--- src/rtl/rob_pkg.sv ---
// Shared types for the reorder buffer and the rename stage that feeds it.
//   ROBSIZE       number of ROB slots (power of two, >= 2)
//   ROB_IDX_BITS  slot index width
//   rob_id_t      program-order instruction id carried through the ROB
//   rob_entry_t   payload allocated by rename and handed back on retire;
//                 done/fault are filled in by the ROB on the retire port
package rob_pkg;

    localparam int ROBSIZE      = 16;
    localparam int ROB_IDX_BITS = $clog2(ROBSIZE);

    typedef logic [7:0] rob_id_t;

    typedef struct packed {
        rob_id_t     id;
        logic [31:0] pc;
        logic [4:0]  rd;
        logic [5:0]  prd;
        logic        needprf2arf;
        logic        done;
        logic        fault;
    } rob_entry_t;

endpackage

--- src/rtl/rob.sv ---
// In-order reorder buffer. Rename allocates at the tail, execute marks slots
// complete by index, and the head retires in program order, one entry per
// cycle, on a registered one-cycle pulse. A faulting retire flushes the ROB.
// Ports:
//   clk, rst              clock; synchronous active-high reset
//   alloc_i / _valid      entry from rename and dispatch request
//   alloc_i_ready         ROB not full (registered state only)
//   alloc_idx_o           slot that alloc_i lands in (tail index)
//   wb_i_valid, wb_idx_i  completion of slot wb_idx_i
//   wb_fault_i            that completion raised an exception
//   retire_entry_o/_valid retiring entry with done/fault set; one-cycle pulse
//   flush_o               pulses together with a faulting retire
//   count_o               occupied entries
module rob #(
    parameter  int ROBSIZE  = rob_pkg::ROBSIZE,
    localparam int IDX_BITS = $clog2(ROBSIZE)
) (
    input  logic                clk,
    input  logic                rst,
    input  rob_pkg::rob_entry_t alloc_i,
    input  logic                alloc_i_valid,
    output logic                alloc_i_ready,
    output logic [IDX_BITS-1:0] alloc_idx_o,
    input  logic                wb_i_valid,
    input  logic [IDX_BITS-1:0] wb_idx_i,
    input  logic                wb_fault_i,
    output rob_pkg::rob_entry_t retire_entry_o,
    output logic                retire_entry_o_valid,
    output logic                flush_o,
    output logic [IDX_BITS:0]   count_o
);
    import rob_pkg::*;

    localparam logic [IDX_BITS:0] PTR_ONE = 1;

    // Pointers carry one extra wrap bit so that full and empty differ.
    logic [IDX_BITS:0]   head_q, head_d;
    logic [IDX_BITS:0]   tail_q, tail_d;
    logic [ROBSIZE-1:0]  busy_q, busy_d;
    logic [ROBSIZE-1:0]  done_q, done_d;
    logic [ROBSIZE-1:0]  fault_q, fault_d;
    rob_entry_t          retire_q, retire_d;
    logic                retire_valid_q, retire_valid_d;
    logic                flush_q, flush_d;

    rob_entry_t          slot_q [ROBSIZE];

    logic [IDX_BITS-1:0] head_idx;
    logic [IDX_BITS-1:0] tail_idx;
    logic                full;
    logic                alloc_fire;
    logic                retire_fire;
    logic                retire_fault;
    logic                slot_we;

    assign head_idx = head_q[IDX_BITS-1:0];
    assign tail_idx = tail_q[IDX_BITS-1:0];

    // Empty is head == tail; full is same index with opposite wrap bits.
    assign full = (head_idx == tail_idx) && (head_q[IDX_BITS] != tail_q[IDX_BITS]);

    assign alloc_i_ready = !full;
    assign alloc_fire    = alloc_i_valid && alloc_i_ready;
    assign retire_fire   = busy_q[head_idx] && done_q[head_idx];
    assign retire_fault  = retire_fire && fault_q[head_idx];
    // A flush wipes the allocation made in the same cycle, so skip its write.
    assign slot_we       = alloc_fire && !retire_fault;

    always_comb begin
        // NOTE: every variable gets a default before any branch so the block
        // cannot infer a latch on paths that leave it unassigned.
        head_d         = head_q;
        tail_d         = tail_q;
        busy_d         = busy_q;
        done_d         = done_q;
        fault_d        = fault_q;
        retire_d       = retire_q;
        retire_valid_d = 1'b0;
        flush_d        = 1'b0;

        if (alloc_fire) begin
            busy_d[tail_idx]  = 1'b1;
            done_d[tail_idx]  = 1'b0;
            fault_d[tail_idx] = 1'b0;
            tail_d            = tail_q + PTR_ONE;
        end

        // The tail slot is not busy until after this edge, so a same-cycle
        // writeback to it falls under the idle-slot rule and is dropped.
        if (wb_i_valid && busy_q[wb_idx_i]) begin
            done_d[wb_idx_i]  = 1'b1;
            fault_d[wb_idx_i] = wb_fault_i;
        end

        if (retire_fire) begin
            retire_d         = slot_q[head_idx];
            retire_d.done    = 1'b1;
            retire_d.fault   = fault_q[head_idx];
            retire_valid_d   = 1'b1;
            busy_d[head_idx] = 1'b0;
            head_d           = head_q + PTR_ONE;
        end

        // Faulting retire empties the ROB. The tail override beats the
        // same-cycle allocation and the cleared vectors beat any writeback.
        if (retire_fault) begin
            busy_d  = '0;
            done_d  = '0;
            fault_d = '0;
            tail_d  = head_q + PTR_ONE;
            flush_d = 1'b1;
        end
    end

    always_ff @(posedge clk) begin
        // NOTE: sequential state uses non-blocking assignments so every flop
        // samples the pre-edge value regardless of statement order.
        if (rst) begin
            head_q         <= '0;
            tail_q         <= '0;
            busy_q         <= '0;
            done_q         <= '0;
            fault_q        <= '0;
            retire_q       <= '0;
            retire_valid_q <= 1'b0;
            flush_q        <= 1'b0;
        end else begin
            head_q         <= head_d;
            tail_q         <= tail_d;
            busy_q         <= busy_d;
            done_q         <= done_d;
            fault_q        <= fault_d;
            retire_q       <= retire_d;
            retire_valid_q <= retire_valid_d;
            flush_q        <= flush_d;
        end
    end

    // NOTE: the payload array has no reset; a slot is only read once its busy
    // bit is set, and busy is reset, so stale payload is never observed.
    always_ff @(posedge clk) begin
        if (slot_we) begin
            slot_q[tail_idx] <= alloc_i;
        end
    end

    assign alloc_idx_o          = tail_idx;
    assign retire_entry_o       = retire_q;
    assign retire_entry_o_valid = retire_valid_q;
    assign flush_o              = flush_q;
    assign count_o              = tail_q - head_q;

    // A writeback to an idle slot indicates an upstream bookkeeping bug; the
    // hardware drops it, the simulation flags it.
    wb_to_idle_slot : assert property (@(posedge clk) disable iff (rst)
        wb_i_valid |-> busy_q[wb_idx_i])
        else $warning("rob: writeback to idle slot %0d ignored", wb_idx_i);

endmodule

--- config.mk ---
export PLATFORM = sky130hd
export DESIGN_NAME = rob
export DESIGN_NICKNAME = d
export VERILOG_FILES = /design/src/rtl/rob_pkg.sv /design/src/rtl/rob.sv
export SDC_FILE = /design/constraint.sdc
export NUM_CORES = 1
export LEC_CHECK = 0
export CAP_MARGIN = 20
export CORE_UTILIZATION = 30
export CTS_BUF_LIST = sky130_fd_sc_hd__clkbuf_8
export CTS_CLUSTER_DIAMETER = 100
export DETAILED_ROUTE_END_ITERATION = 8
export DONT_BUFFER_PORTS = 1
export HOLD_SLACK_MARGIN = 0.06
export PLACE_DENSITY_LB_ADDON = 0.15
export SKIP_LAST_GASP = 1
export SYNTH_ARGS = -nofsm -noshare
export SYNTH_HDL_FRONTEND = slang
export SYNTH_SLANG_ARGS = --single-unit
--- constraint.sdc ---
create_clock -name clk -period 14.2 [get_ports clk]
set_input_delay 2.84 -clock clk [delete_from_list [all_inputs] [get_ports clk]]
set_output_delay 2.84 -clock clk [all_outputs]
set_load 0.02 [all_outputs]
==> out/metrics.yaml <==
global_routing:
  grt_pass1_wl_um: 140000
  track_usage_pct: 16.2
  antenna_found_initial: 8
  grt_max_degree: 131
  overflow: 0
  grt_pass1_vias: 19481
die:
  die_y_um: 351
  rows: 127
  die_x_um: 351
  ios: 129
  core_um2: 120000
  start_util_pct: 30.3
  dieArea_um2: 123000
synthesis:
  syn_nets: 1855
  synth_top_family_by_area: "multiplexers"
  yosys.area.top_type_share_pct: 68.5
  synthAdderAreaFrac_pct: 0.467
  synth_cells: 1779
  yosysSeqAreaShare_pct: 74.8
  synth_top_area_cell: "edfxtp_1"
  synth_area_um2: 36500
  synth-edff-count: 832
  yosysWarnings: 0
  synthDistinctLibCells: 46
  ys.flop_type: "edfxtp_1"
  synthMuxAreaShare_pct: 17.0
  synth_area_leaders: "edfxtp_1 68%, mux4_2 17%, dfxtp_1 6.3%"
  avgSynthCellArea_um2: 20.5
  synth_xor_area_share_pct: 0.264
  async_flop_share_pct: 0
  synth-seq-cells: 946
  synth_common_cells: "832 x edfxtp_1, 275 x mux4_2, 114 x dfxtp_1, 89 x a21oi_1, 77 x nand3_1"
  yosys.area_share.simple_pct: 2.82
  synth_compound_area_share_pct: 3.00
  yosysMostFrequentCell: "edfxtp_1"
power_and_ir_drop:
  cellLeakagePower_uw: 0.0126
  seqPwrFrac_pct: 55.2
  internal_power_uw: 4340
  p_clk_share_pct: 42.9
  vdd_ir_drop_max_v: 0.0000715
  p_sw_share_pct: 21.9
  p_per_area_nw_per_um2: 134
  p_comb_share_pct: 2.0
  p_switching_uw: 1210
clock_network:
  clockBufferDepth: 3
  h-tree-depth: 4
  clkTransAtPathRegs_ns: 0.05
  post-cts-setup-buffer-count: 0
  clock_latency_ns: 0.83
  cts_resized: 0
  tritoncts: "done"
  cts_hold_buf: 0
  numCtsBuffers: 168
  cts_num_sinks: 946
  clock-root-buffer: "clkbuf_8"
sta:
  fmax_ghz: 0.147
  setup_viol: 0
  drv_slew: 0
  fin_crit_ns: 6.81
  skew_ns: 0.0452
  layout_worst_path_cycle_share_pct: 48.0
  worstMarginPinSlew_ns: 1.07
  rsz0062_at_grt: "false"
  tns_ns: 0
  timing.final.hold_violations: 0
  relSlewSlack_pct: 28.6
route:
  vias_per_cell: 5.00
  post_drt_wl_per_cell_um: 27.1
  dr.pass1.iters: 5
  ant_nets: 0
  vias: 18104
  routed_wl_um: 98300
  drt-initial-drc-count: 1380
  drcViolationCount: 0
setup_path:
  worst-path-buf-inv: 2
  reg2reg_from: "head_q[1]"
  cp.required_ns: 11.36
  arrival_ns: 3.97
  slowest_delay_ns: 0.82
  start_kind: "flop"
  critPathMaxFanout: 130
  r2r-end: "slot_q[1][29]"
  crit_chain: "buf_12 > inv_1 > fa_1 > a21o_1 > a21oi_1 > xnor2_1"
  cp_top_family: "buffers and inverters"
  rrSetupSlack_ns: 8.28
  slowest_stage: "dfxtp_4"
  worst_setup_path_end_kind: "output pin"
  reg2reg_depth: 8
  path_class: "flop to output pin"
placed_design:
  place_area_um2: 38400
  hpwl_um: 50200
  routabilityCongestion: 0.789
  io_buffers: 0
cells_and_area:
  area_growth_pct: 14.1
  final_area_um2: 41600
  fin_nets: 1945
  drive_above_1_share_pct: 27.9
min_path:
  hold_path_startpoint: "done_q[13]"
  hp-class: "flop to flop"
  hold_end: "done_q[13]"
  hold_depth: 2
status:
  status: "completed"
job:
  maxCapViolCount: 0
[cell type report]
type	instances	area, um^2
multi-input cells	699	8740
fillers	11353	78700
inverters	14	55.1
diodes	1	2.50
clock buffers	184	2530
well taps	1612	2020
repair buffers	40	337
flip-flops and latches	946	27300
clock inverters	127	652
[worst reg2reg max path: cells and delay by family, from the launching register on]
kind / cells / cell delay [ns]
buffers and inverters: 3 / 1.97
flip-flops: 1 / 0.82
multiplexers: 1 / 0.67
AND/OR/NAND/NOR: 4 / 2.03
[worst max-delay path by stage]
stage / from / endpoint / slack [ns] / depth (start not counted)
after floorplan: alloc_i_valid / slot_q[13][10] / 7.87 / 5
final: head_q[1] / count_o[4] / 7.39 / 6
after global placement: head_q[1] / count_o[4] / 8.14 / 6
after global routing: head_q[1] / count_o[4] / 7.14 / 6
after CTS: head_q[1] / count_o[4] / 7.25 / 6
after detailed placement: head_q[1] / slot_q[1][28] / 8.14 / 8
[per-stage QoR]
stage	cells	hold slack, ns	setup slack, ns	util, %	total power, uW
floorplan	1779	0.433	7.87	-	3190
global placement	3309	0.442	8.14	31.9	3230
detailed placement	3309	0.455	8.14	31.9	3240
CTS	3620	0.463	7.25	34.6	5640
global route	3623	0.476	7.14	34.6	5770
finish	3623	0.464	7.39	34.6	5560
[routing by layer]
metal | track usage, % | wire length [um] | vias to the layer above
met1 | 21.5 | 42800 | 9840
met2 | 26.1 | 47300 | 502
met3 | 4.01 | 6260 | 154
met4 | 4.71 | 1910 | 0
met5 | 0 | 0 | -
li1 | - | - | 7608
[cells by family (layout without fill, tap and decap cells)]
kind of cell / after synthesis / count (layout)
DFF: 946 / 946
muxes: 277 / 277
and+or+nand+nor: 206 / 206
AOI/OAI and AO/OA: 192 / 192
buffers and inverters: 134 / 365
adders and majority gates: 13 / 13
xor gates and xnor gates: 11 / 11
other: 0 / 1
[state kept, by name (all words and copies together) (netlist names)]
signal                count
flush_o                   1
slot_q                  832
busy_q                   16
head_q                    5
retire_entry_o_valid      1
fault_q                  16
retire_entry_o           54
tail_q                    5
done_q                   16
[power by group through the flow]
stage	clock network, uW	logic, uW	registers [uW]
after global placement	0	112	3120
final	2380	110	3070
after global routing	2580	117	3070
after floorplan	0	70.9	3120
after CTS	2460	113	3070
after detailed placement	0	113	3120
[cells in the final DEF (no fill, tap or decap), drive strengths merged, types with 7 or more instances in the layout]
cell / n
a31oi: 14
nor2b: 8
nor2: 42
mux4: 275
o21ai: 55
inv: 92
clkinv: 43
edfxtp: 832
buf: 40
ha: 12
dfxtp: 114
nand2: 33
a311oi: 12
xnor2: 7
nor3: 8
nand3: 77
a21oi: 89
clkbuf: 184
nand3b: 8
No activity file was read; power rests on OpenSTA's default activity.
